## src/rtl/counter_updown_nb.sv

```systemverilog
// Registered up/down counter with load, clear, wrap/saturate, carry pulse and sticky overflow.
// Latency: one clk edge to Q/Cout/OVF; TC is combinational from Q and up. No backpressure.
module counter_updown_nb #(
  parameter int          WIDTH    = 8,
  parameter bit          SATURATE = 1'b0,
  parameter int unsigned RST_VAL  = 0
) (
  input  logic             clk,
  input  logic             rst,
  input  logic             clr,
  input  logic             load,
  input  logic [WIDTH-1:0] D,
  input  logic             en,
  input  logic             up,
  output logic [WIDTH-1:0] Q,
  output logic             Cout,
  output logic             OVF,
  output logic             TC
);

  localparam logic [WIDTH-1:0] RST_Q = WIDTH'(RST_VAL);
  localparam logic [WIDTH:0]   ONE   = {{WIDTH{1'b0}}, 1'b1};

  logic [WIDTH-1:0] q_q, q_d;
  logic             cout_q, cout_d;
  logic             ovf_q, ovf_d;
  logic [WIDTH:0]   step;
  logic             boundary;

  // The extra MSB of the step result is the carry (up) or borrow (down).
  always_comb begin
    step = up ? ({1'b0, q_q} + ONE) : ({1'b0, q_q} - ONE);
    boundary = step[WIDTH];
  end

  always_comb begin
    q_d    = q_q;
    cout_d = 1'b0;
    ovf_d  = ovf_q;
    if (clr) begin
      q_d   = '0;
      ovf_d = 1'b0;
    end else if (load) begin
      q_d   = D;
      ovf_d = 1'b0;
    end else if (en) begin
      if (boundary) begin
        cout_d = 1'b1;
        ovf_d  = 1'b1;
        q_d    = SATURATE ? q_q : step[WIDTH-1:0];
      end else begin
        q_d = step[WIDTH-1:0];
      end
    end
  end

  always_ff @(posedge clk or posedge rst) begin
    if (rst) begin
      q_q    <= RST_Q;
      cout_q <= 1'b0;
      ovf_q  <= 1'b0;
    end else begin
      q_q    <= q_d;
      cout_q <= cout_d;
      ovf_q  <= ovf_d;
    end
  end

  assign Q    = q_q;
  assign Cout = cout_q;
  assign OVF  = ovf_q;
  assign TC   = up ? (&q_q) : ~(|q_q);

endmodule

```

## config.mk

```make
export PLATFORM = sky130hd
export DESIGN_NAME = counter_updown_nb
export DESIGN_NICKNAME = d
export VERILOG_FILES = /design/src/rtl/counter_updown_nb.sv
export SDC_FILE = /design/constraint.sdc
export NUM_CORES = 1
export LEC_CHECK = 0
export BUFFER_PORTS_ARGS = -buffer_cell sky130_fd_sc_hd__buf_2
export CELL_PAD_IN_SITES_DETAIL_PLACEMENT = 1
export CELL_PAD_IN_SITES_GLOBAL_PLACEMENT = 1
export CORE_MARGIN = 1.5
export CORE_UTILIZATION = 39
export CTS_BUF_LIST = sky130_fd_sc_hd__clkbuf_2 sky130_fd_sc_hd__clkbuf_4 sky130_fd_sc_hd__clkbuf_8
export DETAILED_ROUTE_END_ITERATION = 8
export HOLD_SLACK_MARGIN = 0.15
export MAX_ROUTING_LAYER = met4
export PLACE_DENSITY_LB_ADDON = 0.1
export SYNTH_ARGS = -nofsm -noshare
export SYNTH_HDL_FRONTEND = slang
export SYNTH_SLANG_ARGS = --single-unit
```

## constraint.sdc

```tcl
create_clock -name clk -period 2.4 [get_ports clk]
set_input_delay 0.12 -clock clk [delete_from_list [all_inputs] [get_ports clk]]
set_output_delay 0.12 -clock clk [all_outputs]
set_load 0.01 [all_outputs]
```

# Word level (Yosys, flattened, before mapping)
# Cells that the tools add are included.
[totals] ff_bits=10 wordCells=24
[op_classes] add_sub_neg=2 mux=13 bitwise=1 n_reduce_logical=5
[op_table] op="8-bit 2-to-1 mux" count=3
[op_table] op="8-bit by 1-bit adder with 9-bit output (second input constant)" count=1
[op_table] op="1-bit 2-to-1 mux" count=9
[op_table] op="9-bit 2-to-1 mux" count=1
[op_table] op="8-bit by 1-bit subtractor with 9-bit output (second input constant)" count=1
[op_table] op="8-bit AND reduction" count=1
[op_table] op="8-bit OR reduction" count=1
[op_table] op="3-bit nonzero test" count=2
[op_table] op="2-bit AND reduction" count=1
[op_table] op="1-bit NOT" count=1

# Logic depth before layout (Yosys ltp)
[depth] depth_word=6 ltp_mapped=7 mapped_depth_nobuf=7

# Least setup slack after synthesis
# Ideal clock, no wire load.
[synth_path] path_kind="reg-to-reg" startpoint="register q_q[0], in the netlist Q[0]" endpoint="register ovf_q, in the netlist OVF" arrival_time_ps=1780 path_slack_ps=528 path_stages_with_launch=7 n_path_buf=0 period_less_slack_ps=1872 cell_sequence="dfrtp_1 fa_1 a211oi_2 o21ai_1 o31ai_2 xnor2_1 o31ai_2"
[synth_via] elab_chain_len=4 elab_cells_between_ends=5 cone_classes="add/sub (2); mux (1); reduce/logical (2)"
[synth_rtl] item="start, declared" line_no="24" rtl="logic [WIDTH-1:0] q_q, q_d;"
[synth_rtl] item="start signal, assigned" line_no="63" rtl="q_q <= q_d;"
[synth_rtl] item="8-bit by 1-bit subtractor with 9-bit output / 8-bit by 1-bit adder with 9-bit output (equally long branches)" line_no="32" rtl="step = up ? ({1'b0, q_q} + ONE) : ({1'b0, q_q} - ONE);"
[synth_rtl] item="9-bit 2-to-1 mux (*)" line_no="32"
[synth_rtl] item="3-bit nonzero test (no source line) (*)"
[synth_rtl] item="2-bit AND reduction (no source line) (*)"
[synth_rtl] item="end signal, assigned" line_no="65" rtl="ovf_q <= ovf_d;"
[synth_rtl] item="end, declared" line_no="26" rtl="logic ovf_q, ovf_d;"
# Every way passes the cells marked *; elsewhere a longest branch is shown, timed or not.
# A chain may end at the register's enable or synchronous reset.

# Worst setup path after layout
# Ends and elaborated chain as after synthesis.

==> flow_summary.yaml <==
status:
  status: "finished, final reports clean"
run:
  maxCapViolations: 0
timing:
  rsz0062_at_grt: "no"
  fin_crit_ns: 2.01
  hold_violations: 0
  slew_viol_final: 0
  slew_headroom_pct: 71.0
  fin_crit_sh_pct: 83.8
  fin_setup_tns_ns: 0
  clock_skew_ns: 0.00426
  fmax_mhz: 497
  setup_viol: 0
  worst_slack_ns: 0.389
  worst_pin_slew_ns: 0.434
  timing.hold.ws_ns: 0.193
layout:
  drive_gt1_share_pct: 24.8
  final_cell_mix: "24 x buf_2, 15 x nor2_1, 10 x dfrtp_1"
  layout_commonest_cell: "buf_2"
  syn_to_final_growth_pct: 26.9
  fill_cells: 251
  regArea_um2: 250
  final_nets: 153
  multi_input_area_um2: 567
  antenna_cells: 0
  fin_util_pct: 53.7
critical_path:
  end_kind: "flip-flop"
  critPathKind: "reg2reg"
  worstPathMaxFanout: 7
  start_kind: "flip-flop"
  cp.required_ns: 2.58
  arrival_ns: 2.19
logic_synthesis:
  synth_top_area_share_pct: 29.2
  syn-instance-count: 99
  synth_flop_cell: "dfrtp_1"
  synth_seq_cells: 10
  seq_area_frac_synth_pct: 29.2
  netlist-cell-type-count: 34
  syn_avg_cell_area_um2: 8.64
  yosysWarnings: 0
  synth-edff-count: 0
  synthesis.nets: 121
  netlist_area_um2: 856
  synth.largest_area_cell: "dfrtp_1"
  yosys-top-cells-area: "dfrtp_1 29%, ha_1 10%, nor2_1 6.6%, a21oi_1 4.1%, xnor2_1 4.1%"
  async_flop_share_pct: 100
power_and_ir_drop:
  power_leakage_nw: 0.542
  combPwrFrac_pct: 37.9
  switching_power_w: 0.000191
  p_int_w: 0.000329
  powerDensity_mw_per_mm2: 479
  seqPwrFrac_pct: 38.4
  vdd_drop_max_mv: 0.301
  pwr-share-clk_pct: 23.7
  switching_share_pct: 36.7
cts:
  cts_buffer_depth: 2
  cts_resized: 0
  clockRootBuffer: "clkbuf_4"
  insertion_delay_ns: 0.27
  clk_pin_slew_worst_paths_ns: 0.07
  h-tree-depth: 1
  postCtsSetupRepairBufs: 0
  cts_tree: "yes"
  cts_made_buffers: 3
  hold_buffers: 7
  clock_sinks: 10
routing:
  ant_nets: 0
  routed_wirelength_um: 2480
  dr.pass1.iters: 4
  vias: 880
  drtIter0Drc: 7
  wl_per_cell_um: 15.9
  drc: 0
  drt-vias-per-instance: 5.64
floorplanning:
  die_h_um: 49.8
  die_area_mm2: 0.00248
  row_count: 16
  ios: 25
  start_util_pct: 42.3
  fp.coreArea_mm2: 0.00202
  die_x_um: 49.8
global_route:
  grt_pass1_wl_um: 4350
  grt-ovfl-total: 0
  globalRouteTotalUtil_pct: 23.8
  grt_antenna_before_repair: 0
  first_global_vias: 925
  grt_max_degree: 20
placement:
  hpwl_um: 1810
  gp_congestion: 0.861
  numPortBuffers: 24
  dp_slack_ns: 0.418
hold_path:
  holdCritPathClass: "in2reg"
## layer usage
layer | GRT usage (%) | up-vias | wire length, um
met5 | - | - | 0
met1 | 28.2 | 430 | 1140
met4 | 2.78 | 0 | 15
met3 | 6.36 | 4 | 97
met2 | 41.6 | 20 | 1230
li1 | - | 426 | -
## power by group through the flow
stage	Sequential, W	Combinational [W]	Clock (W)
global placement	0.000203	0.000182	0
finish	0.000200	0.000197	0.000123
detailed placement	0.000203	0.000187	0
global route	0.000203	0.000220	0.000134
floorplan	0.000205	0.000128	0
CTS	0.000200	0.000198	0.000127
## synthesized netlist by cell type (3+ instances only)
master    count
ha_1          7
mux2i_1       3
clkbuf_1      3
dfrtp_1      10
nor3b_1       3
nor2_1       15
a211oi_1      4
inv_1         6
xnor2_1       4
a21oi_1       7
nand2_1       5
a221oi_1      3
o21ai_0       3
## sequential cells by signal, indices dropped and copies added (netlist names)
register,flops
Cout,1
OVF,1
Q,8
## worst paths after layout
path | slack (ns) | cells after the start | start | to
worst min register to register | 0.51 | 2 | OVF | OVF
min in group asynchronous | 0.39 | 3 | rst | Cout
worst max-delay path | 0.39 | 6 | Q[0] | OVF
worst min-delay path | 0.19 | 2 | clr | Q[1]
worst max register to register | 0.39 | 6 | Q[0] | OVF
max in group asynchronous | 1.70 | 3 | rst | Q[5]
## cell type report
class	instances	share of cell area, %
clock buffer	3	2.07
inverter	6	2.07
multi-input combinational	79	52.2
sequential	10	23.0
tap	27	3.11
timing repair buffer	31	17.5
## worst max-delay path: stages, from the launching register on
cell      delay (ns)
dfrtp_1         0.48
fa_1            0.53
a211oi_2        0.21
o21ai_1         0.13
o31ai_2         0.22
xnor2_1         0.12
o31ai_2         0.22
## stage by stage
step                      power (W)  cells  area (um2)
after floorplan            0.000334     99         856
after global placement     0.000385    146         993
final                      0.000521    156        1090
after CTS                  0.000525    156        1090
after detailed placement   0.000390    146         993
after global routing       0.000557    156        1090
## kinds of logic after synthesis
group	count (synthesis)	share of synthesized area (%)
buf+inv	10	4.53
mux	3	3.51
flops	10	29.2
xor+xnor	5	5.12
compound gates	30	26.9
fa+ha+maj	8	12.6
simple gates	33	18.1
Power figures use the tool's default switching activity.
